## src/rtl/vga_sync_gen.sv

```systemverilog
// vga_sync_gen: 640x480@60Hz VGA timing generator.
// Produces the raw x/y scan position for a combinational pixel source, then
// registers that source's colour together with hsync/vsync, so colour,
// blanking and sync reach the pins aligned one pixel period behind x/y.
module vga_sync_gen #(
    parameter int unsigned CLK_DIV   = 2,
    parameter int unsigned H_DISPLAY = 640,
    parameter int unsigned H_FRONT   = 16,
    parameter int unsigned H_SYNC    = 96,
    parameter int unsigned H_BACK    = 48,
    parameter int unsigned V_DISPLAY = 480,
    parameter int unsigned V_FRONT   = 10,
    parameter int unsigned V_SYNC    = 2,
    parameter int unsigned V_BACK    = 33
) (
    input  logic       clk,
    input  logic       reset,
    input  logic [2:0] rgb_in,
    output logic [9:0] x,
    output logic [9:0] y,
    output logic       pixel_tick,
    output logic       video_on,
    output logic       hsync,
    output logic       vsync,
    output logic [2:0] rgb_out,
    output logic       frame_start
);

    localparam int unsigned H_TOTAL = H_DISPLAY + H_FRONT + H_SYNC + H_BACK;
    localparam int unsigned V_TOTAL = V_DISPLAY + V_FRONT + V_SYNC + V_BACK;
    localparam int unsigned H_W     = (H_TOTAL > 1) ? $clog2(H_TOTAL) : 1;
    localparam int unsigned V_W     = (V_TOTAL > 1) ? $clog2(V_TOTAL) : 1;
    localparam int unsigned DIV_W   = (CLK_DIV > 1) ? $clog2(CLK_DIV) : 1;

    localparam logic [DIV_W-1:0] DIV_MAX  = DIV_W'(CLK_DIV - 1);
    localparam logic [H_W-1:0]   H_MAX    = H_W'(H_TOTAL - 1);
    localparam logic [V_W-1:0]   V_MAX    = V_W'(V_TOTAL - 1);
    localparam logic [H_W-1:0]   H_VIS    = H_W'(H_DISPLAY);
    localparam logic [V_W-1:0]   V_VIS    = V_W'(V_DISPLAY);
    localparam logic [H_W-1:0]   HS_FIRST = H_W'(H_DISPLAY + H_FRONT);
    localparam logic [H_W-1:0]   HS_LAST  = H_W'(H_DISPLAY + H_FRONT + H_SYNC - 1);
    localparam logic [V_W-1:0]   VS_FIRST = V_W'(V_DISPLAY + V_FRONT);
    localparam logic [V_W-1:0]   VS_LAST  = V_W'(V_DISPLAY + V_FRONT + V_SYNC - 1);

    logic [DIV_W-1:0] r_div_cnt;
    logic [H_W-1:0]   r_h_cnt;
    logic [V_W-1:0]   r_v_cnt;
    logic             r_hsync;
    logic             r_vsync;
    logic [2:0]       r_rgb;
    logic             r_frame_start;

    logic w_tick;
    logic w_h_end;
    logic w_v_end;
    logic w_video_on;
    logic w_hsync_n;
    logic w_vsync_n;

    assign w_tick     = (r_div_cnt == DIV_MAX);
    assign w_h_end    = (r_h_cnt == H_MAX);
    assign w_v_end    = (r_v_cnt == V_MAX);
    assign w_video_on = (r_h_cnt < H_VIS) && (r_v_cnt < V_VIS);
    assign w_hsync_n  = ~((r_h_cnt >= HS_FIRST) && (r_h_cnt <= HS_LAST));
    assign w_vsync_n  = ~((r_v_cnt >= VS_FIRST) && (r_v_cnt <= VS_LAST));

    // Clock divider: one pixel period every CLK_DIV clks.
    always_ff @(posedge clk) begin
        if (reset) begin
            r_div_cnt <= '0;
        end else if (w_tick) begin
            r_div_cnt <= '0;
        end else begin
            r_div_cnt <= r_div_cnt + 1'b1;
        end
    end

    // Scan position: advance one pixel per tick, v steps only on the h wrap.
    always_ff @(posedge clk) begin
        if (reset) begin
            r_h_cnt <= '0;
            r_v_cnt <= '0;
        end else if (w_tick) begin
            if (w_h_end) begin
                r_h_cnt <= '0;
                if (w_v_end) begin
                    r_v_cnt <= '0;
                end else begin
                    r_v_cnt <= r_v_cnt + 1'b1;
                end
            end else begin
                r_h_cnt <= r_h_cnt + 1'b1;
            end
        end
    end

    // Output stage: sync and colour from the pre-increment position, so all pins share one pixel of lag.
    always_ff @(posedge clk) begin
        if (reset) begin
            r_hsync       <= 1'b1;
            r_vsync       <= 1'b1;
            r_rgb         <= '0;
            r_frame_start <= 1'b0;
        end else begin
            r_frame_start <= w_tick && w_h_end && w_v_end;
            if (w_tick) begin
                r_hsync <= w_hsync_n;
                r_vsync <= w_vsync_n;
                r_rgb   <= w_video_on ? rgb_in : 3'b000;
            end
        end
    end

    assign x           = 10'(r_h_cnt);
    assign y           = 10'(r_v_cnt);
    assign pixel_tick  = w_tick;
    assign video_on    = w_video_on;
    assign hsync       = r_hsync;
    assign vsync       = r_vsync;
    assign rgb_out     = r_rgb;
    assign frame_start = r_frame_start;

endmodule
```

## config.mk

```make
export PLATFORM = sky130hd
export DESIGN_NAME = vga_sync_gen
export DESIGN_NICKNAME = d
export VERILOG_FILES = /design/src/rtl/vga_sync_gen.sv
export SDC_FILE = /design/constraint.sdc
export NUM_CORES = 1
export LEC_CHECK = 0
export BUFFER_PORTS_ARGS = -buffer_cell sky130_fd_sc_hd__buf_4
export CELL_PAD_IN_SITES_DETAIL_PLACEMENT = 1
export CELL_PAD_IN_SITES_GLOBAL_PLACEMENT = 2
export CORE_AREA = 2 2 72 74
export CTS_CLUSTER_DIAMETER = 60
export DETAILED_ROUTE_END_ITERATION = 16
export DIE_AREA = 0 0 74 76
export GPL_ROUTABILITY_DRIVEN = 0
export PLACE_DENSITY_LB_ADDON = 0.05
export SYNTH_ARGS = -nofsm -noshare
export SYNTH_HDL_FRONTEND = slang
export SYNTH_SLANG_ARGS = --single-unit
```

## constraint.sdc

```tcl
create_clock -name clk -period 2.1 [get_ports clk]
set_input_delay 0.42 -clock clk [delete_from_list [all_inputs] [get_ports clk]]
set_output_delay 0.42 -clock clk [all_outputs]
set_load 0.02 [all_outputs]
```

After elaboration in Yosys (flattened, before gate mapping)
Index checks and enable logic that the tools add are counted.
{ "totals": {"register_bits": 27, "inputBits": 5, "output_inout_bits": 28, "word_cells": 30} }
{ "op_classes": {"add_sub_neg": 3, "n_lt_le_gt_ge": 6, "eq_ne": 2, "n_mux": 3, "bitwise": 2, "reduce_logical": 7} }
{ "op_table": {"columns": ["op", "count"], "rows": [
  ["$add 10x1->10 const B", 2],
  ["$eq 10x10->1 const B", 2],
  ["$mux 10", 2],
  ["$ge 10x10->1 const B", 1],
  ["$ge 10x9->1 const B", 1],
  ["$le 10x10->1 const B", 1],
  ["$le 10x9->1 const B", 1],
  ["$lt 10x10->1 const B", 1],
  ["$lt 10x9->1 const B", 1],
  ["$logic_and 1x1->1", 5],
  ["$mux 3", 1],
  ["$not 1->1", 2],
  ["$reduce_and 2->1", 1],
  ["$reduce_or 2->1", 1],
  ["$add 1x1->1 const B", 1]
]} }

Depth between registers and ports, before layout
Gate-level depths: netlist of the first run.
{ "logic_depth": {"depth_word": 3, "mapped_depth": 6, "depth_no_buf": 6} }

Worst setup path before layout of the first run
Ideal clock, no wire load.
{ "synth_path": {"kind": "register -> register", "start": "register r_h_cnt[0], in the netlist x[0]", "end": "register r_v_cnt[9], in the netlist y[9]", "setup_time_ns": 0.070, "arrival_ns": 2.024, "t_required_ns": 2.030, "slack_ns": 0.006, "path_stages_with_launch": 6, "path_buffers": 0, "synth_period_minus_slack_ns": 2.094, "path_cell_list": "dfxtp_1 > ha_1 > nand3_1 > or4_4 > or4_1 > a21oi_1"} }
{ "synth_via": {"elab_chain_len": 2} }
{ "synth_lines": {"columns": ["element", "line_no", "source"], "rows": [
  ["start, declared", "46", "logic [H_W-1:0] r_h_cnt;"],
  ["start signal, assigned", "92", "r_h_cnt <= r_h_cnt + 1'b1;"],
  ["$eq 10x10->1", "61", "assign w_h_end = (r_h_cnt == H_MAX);"],
  ["$reduce_and 2->1 (no source line)", null, null],
  ["end signal, assigned", "89", "r_v_cnt <= r_v_cnt + 1'b1;"],
  ["end, declared", "47", "logic [V_W-1:0] r_v_cnt;"]
]} }
No other way between the ends.
A chain may end at the register's enable or synchronous reset.

Worst setup path after layout of the first run
{ "layout_path": {"start": "register r_h_cnt[5], in the netlist x[5]", "end": "register r_v_cnt[9], in the netlist y[9]"} }
Same word-level chain as after synthesis.

==> results of run 1 <==
## power by group
group / switching [uW] / internal [uW]
clock: 163 / 133
combinational: 39.3 / 30.4
sequential: 5.12 / 520
## area by class of cell
class / instances / area [um^2]
fillers: 596 / 3200
multi-input cells: 108 / 672
flip-flops and latches: 27 / 541
repair buffers: 45 / 338
well taps: 70 / 87.6
clock buffers: 3 / 41.3
inverters: 7 / 26.3
clock inverters: 1 / 5.00
## flip-flops by register name, indices dropped and copies added (netlist names)
register / cells
y: 10
x: 10
hsync: 1
rgb_out: 3
frame_start: 1
pixel_tick: 1
vsync: 1
## cell families after synthesis
kind of cell    count (synthesis)  share of synthesized area
buf+inv                        10                     0.0329
simple gates                   69                      0.298
xor+xnor                       11                     0.0768
fa+ha+maj                       4                     0.0399
flops                          27                      0.431
compound gates                 24                      0.121
## layer usage
metal	vias up	routed length, um	global-route usage
met4	0	24	0.0327
met1	568	1840	0.198
met3	2	78	0.0198
li1	611	-	-
met5	-	0	0
met2	14	1740	0.219
## Yosys cell counts, types with 5 or more instances
library cell / n / area share
sky130_fd_sc_hd__nand2_1: 11 / 0.033
sky130_fd_sc_hd__nand3_1: 6 / 0.024
sky130_fd_sc_hd__o21ai_0: 5 / 0.020
sky130_fd_sc_hd__nor3_1: 7 / 0.028
sky130_fd_sc_hd__dfxtp_1: 27 / 0.43
sky130_fd_sc_hd__or3_1: 5 / 0.025
sky130_fd_sc_hd__nor2_1: 16 / 0.048
sky130_fd_sc_hd__xnor2_1: 7 / 0.049
sky130_fd_sc_hd__a21oi_1: 9 / 0.036
sky130_fd_sc_hd__nand4_1: 5 / 0.025
sky130_fd_sc_hd__inv_1: 7 / 0.021
## metrics by stage
stage | instance area (um^2) | worst slack [ns]
after floorplan | 1250 | 0.00569
after global placement | 1660 | 0.152
after detailed placement | 1660 | 0.0899
after CTS | 1710 | 0.0663
after global routing | 1710 | 0.0117
final | 1710 | 0.0822
## worst paths after layout
path,cells past startpoint,slack (ns),startpoint,to
worst max-delay path,4,0.08,x[5],y[9]
worst min-delay path,2,0.36,rgb_in[0],rgb_out[0]
worst max register to register,4,0.08,x[5],y[9]
worst min register to register,1,0.50,rgb_out[0],rgb_out[0]
==> impl_metrics.yaml, run 1 <==
setup_path:
  cp_slowest_cell: "sky130_fd_sc_hd__or4_4"
  worstPathBufferInverterCount: 0
  crit_arrival_ns: 2.23
  critical-path-max-stage-delay_ns: 0.61
  worst_ep_required_time_ns: 2.31
  critical_path.top_delay_family: "simple AND/OR/NAND/NOR gates"
  critPathKind: "register to register"
  critical_path.cell_chain: "or3_4 > or4_4 > or4_1 > a21oi_1"
  worst-path-max-fanout: 14
  end_kind: "register"
  critPathLaunchType: "register"
final_layout:
  post-route-util: 0.348
  most_frequent_standard_cell_in_the_layout_excluding_fill_and_tap_cells: "sky130_fd_sc_hd__buf_4"
  stdcell_count: 261
  area.growth.synth_to_final_pct: 36.4
  antenna_cells: 0
  final_net_count: 201
  drive_above_1_share: 0.277
  final_cell_mix: "sky130_fd_sc_hd__buf_4, sky130_fd_sc_hd__dfxtp_1, sky130_fd_sc_hd__nor2_1"
clock_tree:
  cts-hold-fix-buffers: 0
  clock-root-buffer: "sky130_fd_sc_hd__clkbuf_8"
  cts_resized: 0
  tritoncts_num_sinks: 27
  clk-insertion-delay-late_ns: 0.27
  tritoncts: "built"
  cts_htree_levels: 1
  cts_buffer_depth: 2
  tritoncts.num_buffers: 3
  clkTransAtPathRegs_ns: 0.10
  post-cts-setup-buffer-count: 0
detailed_routing:
  avgRoutedWirePerCell_um: 14.1
  totalWireLength_um: 3690
  drt_pre_antenna_iters: 4
  viasPerCell: 4.58
  detail_route.drc_violations: 0
  drt_iter0_markers: 50
  count_of_nets_left_with_antenna_violations_after_detail_routing: 0
  vias: 1195
timing:
  hold_viol: 0
  timing.setup.tns_ns: 0
  finalWorstPathRequiredPeriod_ns: 2.02
  maxSlewViolCount: 0
  final.hold.worst_slack_ns: 0.355
  setup-violations-final: 0
  finalCritPeriodShare: 0.961
  grt_setup_unrepaired: "no"
  fin_skew_ns: 0.00358
  worst_slew_pin_slew_ns: 0.545
  fmaxAchievable_ghz: 0.496
  timing.slew.headroom: 0.634
yosys:
  synthesis.area_um2: 1250
  syn_area_per_cell_um2: 8.65
  synth_flop_cell: "sky130_fd_sc_hd__dfxtp_1"
  ys_async_sr_fraction: 0
  yosys_warnings: 0
  synth.yosys.seq_area_share: 0.431
  number_of_library_cell_types_mapped_by_synthesis: 35
  post_synthesis_cell_count: 145
  synth.net_count: 154
  synth-seq-cells: 27
  synth_enable_flop_cells: 0
global_routing:
  grt_antenna_before_repair: 0
  via_count_of_the_first_global_routing_pass: 1187
  grt_overflow: 0
  grt_pass1_wl_um: 6130
  overall_fraction_of_global_route_tracks_in_use: 0.139
  grt_max_degree: 16
power:
  power_per_cell_area_nw_per_um2: 521
  vdd.ir_drop.worst_mv: 0.179
  static-leakage-power_uw: 0.000641
  p_total_uw: 891
status:
  status: "completed"
floorplan:
  die_y_um: 76
  die-area_um2: 5620
  initial_utilization: 0.255
  core.rowCount: 26
  fp.dieW_um: 74
  coreArea_um2: 4910
  io-pin-count: 33
placed_design:
  dpl.hpwl_um: 2820
  port_buffers: 32
  post-place-cells: 257
run:
  timing.max_cap.violations: 0
worst_hold_path:
  worst_hold_path_type: "input port to register"
Note: power is estimated with default switching activity, not from simulation.
==> run 2: changes to the inputs <==
--- a/config.mk
+++ b/config.mk
@@ -8,11 +8,12 @@
 export BUFFER_PORTS_ARGS = -buffer_cell sky130_fd_sc_hd__buf_4
 export CELL_PAD_IN_SITES_DETAIL_PLACEMENT = 1
 export CELL_PAD_IN_SITES_GLOBAL_PLACEMENT = 2
-export CORE_AREA = 2 2 72 74
+export CORE_AREA = 2 2 68 70
 export CTS_CLUSTER_DIAMETER = 60
 export DETAILED_ROUTE_END_ITERATION = 16
-export DIE_AREA = 0 0 74 76
+export DIE_AREA = 0 0 70 72
 export GPL_ROUTABILITY_DRIVEN = 0
+export MAX_ROUTING_LAYER = met4
 export PLACE_DENSITY_LB_ADDON = 0.05
 export SYNTH_ARGS = -nofsm -noshare
 export SYNTH_HDL_FRONTEND = slang
==> constraint.sdc (replaced) <==
create_clock -name clk -period 2.2 [get_ports clk]
set_input_delay 0.44 -clock clk [delete_from_list [all_inputs] [get_ports clk]]
set_output_delay 0.44 -clock clk [all_outputs]
set_load 0.02 [all_outputs]
==> run 2 against run 1 <==
Utilization increased by 4.3 points. Power is 3.3% lower. Final area decreased by 2.5%. Sequential cell count stayed put.
==> impl_metrics.yaml, run 2 (synthesis results as in run 1) <==
global_routing:
  overall_fraction_of_global_route_tracks_in_use: 0.159
  grt_pass1_wl_um: 6290
  grt_overflow: 0
  grt_antenna_before_repair: 0
  via_count_of_the_first_global_routing_pass: 1226
  grt_max_degree: 17
setup_path:
  worstPathBufferInverterCount: 0
  cp_slowest_cell: "sky130_fd_sc_hd__or4_4"
  crit_end: "y[7]"
  critical_path.cell_chain: "or3_4 > or4_4 > or4_1 > a21oi_1"
  critPathKind: "register to register"
  worst-r2r-cell-count: 4
  worst_ep_required_time_ns: 2.41
  end_kind: "register"
  worst-path-max-fanout: 14
  critical_path.reg2reg.startpoint: "x[7]"
  critPathLaunchType: "register"
  startpoint: "x[7]"
  critical_path.top_delay_family: "simple AND/OR/NAND/NOR gates"
  crit_arrival_ns: 2.32
  worst-path-stages: 4
  regToRegSetupSlack_ns: 0.1
  timing.rr.end: "y[7]"
  critical-path-max-stage-delay_ns: 0.62
placed_design:
  pre_cts_ws_ns: 0.111
  dpl.hpwl_um: 2850
  placed_cell_area_um2: 1620
  port_buffers: 32
timing:
  hold_viol: 0
  timing.slew.headroom: 0.647
  setup-violations-final: 0
  finalWorstPathRequiredPeriod_ns: 2.10
  fmaxAchievable_ghz: 0.475
  fin_skew_ns: 0.00479
  timing.setup.tns_ns: 0
  finalCritPeriodShare: 0.957
  final.hold.worst_slack_ns: 0.372
  grt_setup_unrepaired: "no"
  worst_slew_pin_slew_ns: 0.525
  maxSlewViolCount: 0
  layout_setup_ws_ns: 0.0956
floorplan:
  die_y_um: 72
  initial_utilization: 0.294
  fp.dieW_um: 70
  core.rowCount: 24
  die-area_um2: 5040
  io-pin-count: 33
  coreArea_um2: 4260
final_layout:
  final_net_count: 198
  final_cell_mix: "sky130_fd_sc_hd__buf_4, sky130_fd_sc_hd__dfxtp_1, sky130_fd_sc_hd__nor2_1"
  num-fill-cells: 521
  antenna_cells: 0
  final_cell_area_um2: 1670
  most_frequent_standard_cell_in_the_layout_excluding_fill_and_tap_cells: "sky130_fd_sc_hd__buf_4"
  area.growth.synth_to_final_pct: 33.0
  drive_above_1_share: 0.266
power:
  vdd.ir_drop.worst_mv: 0.236
  power_per_cell_area_nw_per_um2: 517
  netSwitchingPower_uw: 208
  p_total_uw: 862
  cellInternalPower_uw: 654
  sequentialPowerShare: 0.581
  swShare: 0.241
  combPwrFrac: 0.077
  power.clock.fraction: 0.342
  static-leakage-power_uw: 0.000622
detailed_routing:
  count_of_nets_left_with_antenna_violations_after_detail_routing: 0
  avgRoutedWirePerCell_um: 15.6
  totalWireLength_um: 3750
  viasPerCell: 5.05
  drt_pre_antenna_iters: 4
  detail_route.drc_violations: 0
  vias: 1212
  drt_iter0_markers: 57
clock_tree:
  clk-insertion-delay-late_ns: 0.27
  cts-hold-fix-buffers: 0
  post-cts-setup-buffer-count: 0
  tritoncts.num_buffers: 3
  clkTransAtPathRegs_ns: 0.10
  clock-root-buffer: "sky130_fd_sc_hd__clkbuf_8"
  tritoncts_num_sinks: 27
  cts_htree_levels: 1
  cts_buffer_depth: 2
  tritoncts: "built"
run:
  timing.max_cap.violations: 0
worst_hold_path:
  worst_hold_path_type: "input port to register"
status:
  status: "completed"
-- run 2: changes by cell type in the layout (fill, tap and decap cells not counted) --
cell and delta:
sky130_fd_sc_hd__buf_4 -3, sky130_fd_sc_hd__clkinv_2 -1, sky130_fd_sc_hd__clkinvlp_4 +1
-- run 2: through the flow --
step / util / cells
CTS: 0.391 / 240
global placement: 0.380 / 236
global route: 0.391 / 240
finish: 0.391 / 240
detailed placement: 0.380 / 236
floorplan: - / 145
-- run 2: layout make-up --
type	count	area, um^2	area share
clock buffer	3	41.3	0.0248
clock inverter	1	7.51	0.00450
inverter	7	26.3	0.0158
multi-input combinational	108	672	0.403
sequential	27	541	0.324
tap	52	65.1	0.0390
timing repair buffer	42	315	0.189
-- run 2: worst min path at each step --
stage	from	endpoint	slack, ns	cells after the start
5_1_grt	rgb_in[2]	rgb_out[2]	0.38	2
2_1_floorplan	reset	pixel_tick	0.54	1
6_report	rgb_in[2]	rgb_out[2]	0.37	2
3_5_place_dp	rgb_out[2]	rgb_out[2]	0.47	1
3_3_place_gp	rgb_out[0]	rgb_out[0]	0.47	1
4_1_cts	rgb_in[2]	rgb_out[2]	0.37	2
-- run 2: power by group through the flow --
stage	registers [uW]	logic [uW]	clock network [uW]
6_report	501	66.0	295
5_1_grt	502	72.3	327
4_1_cts	501	67.2	311
3_5_place_dp	513	66.9	0
3_3_place_gp	512	65.8	0
2_1_floorplan	524	23.7	0
-- run 2: what timing repair did --
item	in CTS	in global routing
resized for setup	0	0
endpoints found under the hold margin	0	0
endpoints found under the setup margin	0	2
-- run 2: routing by layer --
metal | vias up | part of all wire | track usage
met5 | - | 0 | -
met4 | 0 | 0.0051 | 0.0321
met3 | 2 | 0.025 | 0.0181
met2 | 16 | 0.51 | 0.283
met1 | 591 | 0.46 | 0.197
li1 | 603 | - | -
==> run 3: changes to the inputs <==
--- a/config.mk
+++ b/config.mk
@@ -8,13 +8,14 @@
 export BUFFER_PORTS_ARGS = -buffer_cell sky130_fd_sc_hd__buf_4
 export CELL_PAD_IN_SITES_DETAIL_PLACEMENT = 1
 export CELL_PAD_IN_SITES_GLOBAL_PLACEMENT = 2
-export CORE_AREA = 2 2 68 70
+export CORE_AREA = 2 2 95 51
 export CTS_CLUSTER_DIAMETER = 60
 export DETAILED_ROUTE_END_ITERATION = 16
-export DIE_AREA = 0 0 70 72
+export DIE_AREA = 0 0 97 53
 export GPL_ROUTABILITY_DRIVEN = 0
 export MAX_ROUTING_LAYER = met4
 export PLACE_DENSITY_LB_ADDON = 0.05
+export SLEW_MARGIN = 10
 export SYNTH_ARGS = -nofsm -noshare
 export SYNTH_HDL_FRONTEND = slang
 export SYNTH_SLANG_ARGS = --single-unit
==> run 3 against run 2 <==
Global-route usage grew 1.6 points. Sequential cell count unchanged. Combinational power rose by 3.5%. Critical path type unchanged. Critical endpoint is now y[3]. Largest cell class unchanged. Largest power group unchanged. Highest routed layer unchanged.
==> impl_metrics.yaml, run 3 (synthesis results as in run 1) <==
setup_path:
  worst-r2r-cell-count: 5
  worst-path-max-fanout: 12
  critPathKind: "register to register"
  critPathLaunchType: "register"
  critical_path.reg2reg.startpoint: "x[5]"
  end_kind: "register"
  worst_ep_required_time_ns: 2.41
  critical-path-max-stage-delay_ns: 0.61
  cp_slowest_cell: "sky130_fd_sc_hd__or4_4"
  crit_arrival_ns: 2.35
  critical_path.cell_chain: "or3_4 > or4_4 > buf_4 > or3_1 > a21oi_1"
  timing.rr.end: "y[3]"
  regToRegSetupSlack_ns: 0.06
timing:
  finalWorstPathRequiredPeriod_ns: 2.14
  grt_setup_unrepaired: "no"
  setup-violations-final: 0
  worst_slew_pin_slew_ns: 0.562
  hold_viol: 0
  timing.slew.headroom: 0.622
  timing.setup.tns_ns: 0
  fmaxAchievable_ghz: 0.468
  maxSlewViolCount: 0
  finalCritPeriodShare: 0.972
  fin_skew_ns: 0.00440
worst_hold_path:
  worst_hold_path_type: "input port to register"
  worstHoldEndpoint: "rgb_out[1]"
  worst_hold_path_startpoint: "rgb_in[1]"
  hold_path_depth: 2
detailed_routing:
  detail_route.drc_violations: 0
  drt_pre_antenna_iters: 4
  drt_iter0_markers: 52
  vias: 1264
  totalWireLength_um: 4200
  viasPerCell: 5.10
  count_of_nets_left_with_antenna_violations_after_detail_routing: 0
  avgRoutedWirePerCell_um: 16.9
floorplan:
  core.rowCount: 17
  coreArea_um2: 4280
  initial_utilization: 0.293
  die-area_um2: 5140
  io-pin-count: 33
  fp.dieW_um: 97
  die_y_um: 53
power:
  vdd.ir_drop.worst_mv: 0.199
  static-leakage-power_uw: 0.000636
  power_per_cell_area_nw_per_um2: 511
clock_tree:
  tritoncts.num_buffers: 3
  clkTransAtPathRegs_ns: 0.10
  tritoncts: "built"
  tritoncts_num_sinks: 27
  cts-hold-fix-buffers: 0
  cts_buffer_depth: 2
  clock-root-buffer: "sky130_fd_sc_hd__clkbuf_8"
  clk-insertion-delay-late_ns: 0.28
  cts_htree_levels: 1
final_layout:
  post-route-util: 0.396
  area.growth.synth_to_final_pct: 35.1
  final_cell_mix: "sky130_fd_sc_hd__buf_4, sky130_fd_sc_hd__dfxtp_1, sky130_fd_sc_hd__nor2_1"
  antenna_cells: 0
  stdcell_count: 248
  drive_above_1_share: 0.277
  num-fill-cells: 515
  most_frequent_standard_cell_in_the_layout_excluding_fill_and_tap_cells: "sky130_fd_sc_hd__buf_4"
  final_net_count: 201
placed_design:
  dpl.hpwl_um: 3200
  post-place-cells: 242
  port_buffers: 32
global_routing:
  overall_fraction_of_global_route_tracks_in_use: 0.176
  grt_max_degree: 15
  grt_pass1_wl_um: 6640
  grt_overflow: 0
  grt_antenna_before_repair: 0
  via_count_of_the_first_global_routing_pass: 1244
status:
  status: "completed"
run:
  timing.max_cap.violations: 0
==> run 3: cell count changes in the layout (fill, tap and decap cells not counted) <==
cell,previous run,this run
sky130_fd_sc_hd__buf_4,42,45
sky130_fd_sc_hd__clkbuf_1,0,1
sky130_fd_sc_hd__clkinvlp_4,1,0
sky130_fd_sc_hd__dfxtp_1,27,26
sky130_fd_sc_hd__dfxtp_2,0,1
==> run 3: layer usage <==
layer	GRT usage	up-vias	wire, um
li1	-	609	-
met1	0.248	630	2370
met2	0.253	23	1680
met3	0.0410	2	136
met4	0.0423	0	14
met5	-	-	0
==> run 3: area by class of cell <==
class	instances	area [um^2]	area share
Sequential cell	27	542	0.320
Clock buffer	4	45.0	0.0266
Multi-Input combinational cell	108	672	0.397
Timing Repair Buffer	45	338	0.199
Tap cell	57	71.3	0.0421
Inverter	7	26.3	0.0155
==> run 3: timing repair <==
item                       in CTS  in global routing
gates resized for setup         0                  1
setup buffers                   0                  2
setup endpoints to repair       0                  2
==> run 3: stage by stage <==
stage | setup slack (ns) | cell area, um^2 | hold slack (ns) | power (uW)
final | 0.0626 | 1690 | 0.367 | 865
after global routing | 0.0134 | 1690 | 0.363 | 908
after CTS | 0.118 | 1680 | 0.354 | 884
after detailed placement | 0.143 | 1630 | 0.475 | 581
after global placement | 0.185 | 1630 | 0.465 | 579
after floorplan | 0.106 | 1250 | 0.541 | 548
==> run 3: where the power goes <==
group	internal, uW	total [uW]	switching (uW)
Sequential	496	502	5.33
Combinational	28.9	68.3	39.4
Clock	130	295	165
Total	655	865	210
==> run 3: critical path: cells and delay by family (launching register included) <==
kind	cells	cell delay (ns)
and+or+nand+nor	3	1.38
buffers and inverters	1	0.18
DFF	1	0.38
AOI/OAI and AO/OA	1	0.14
==> run 3: how the worst max path moves through the flow <==
stage                     start   end  slack [ns]  depth (start not counted)
after floorplan            x[0]  y[9]        0.11                          5
final                      x[5]  y[3]        0.06                          5
after global placement     x[5]  y[9]        0.19                          4
after detailed placement   x[5]  y[7]        0.14                          4
after CTS                  x[1]  y[7]        0.12                          5
after global routing       x[5]  y[3]        0.01                          5
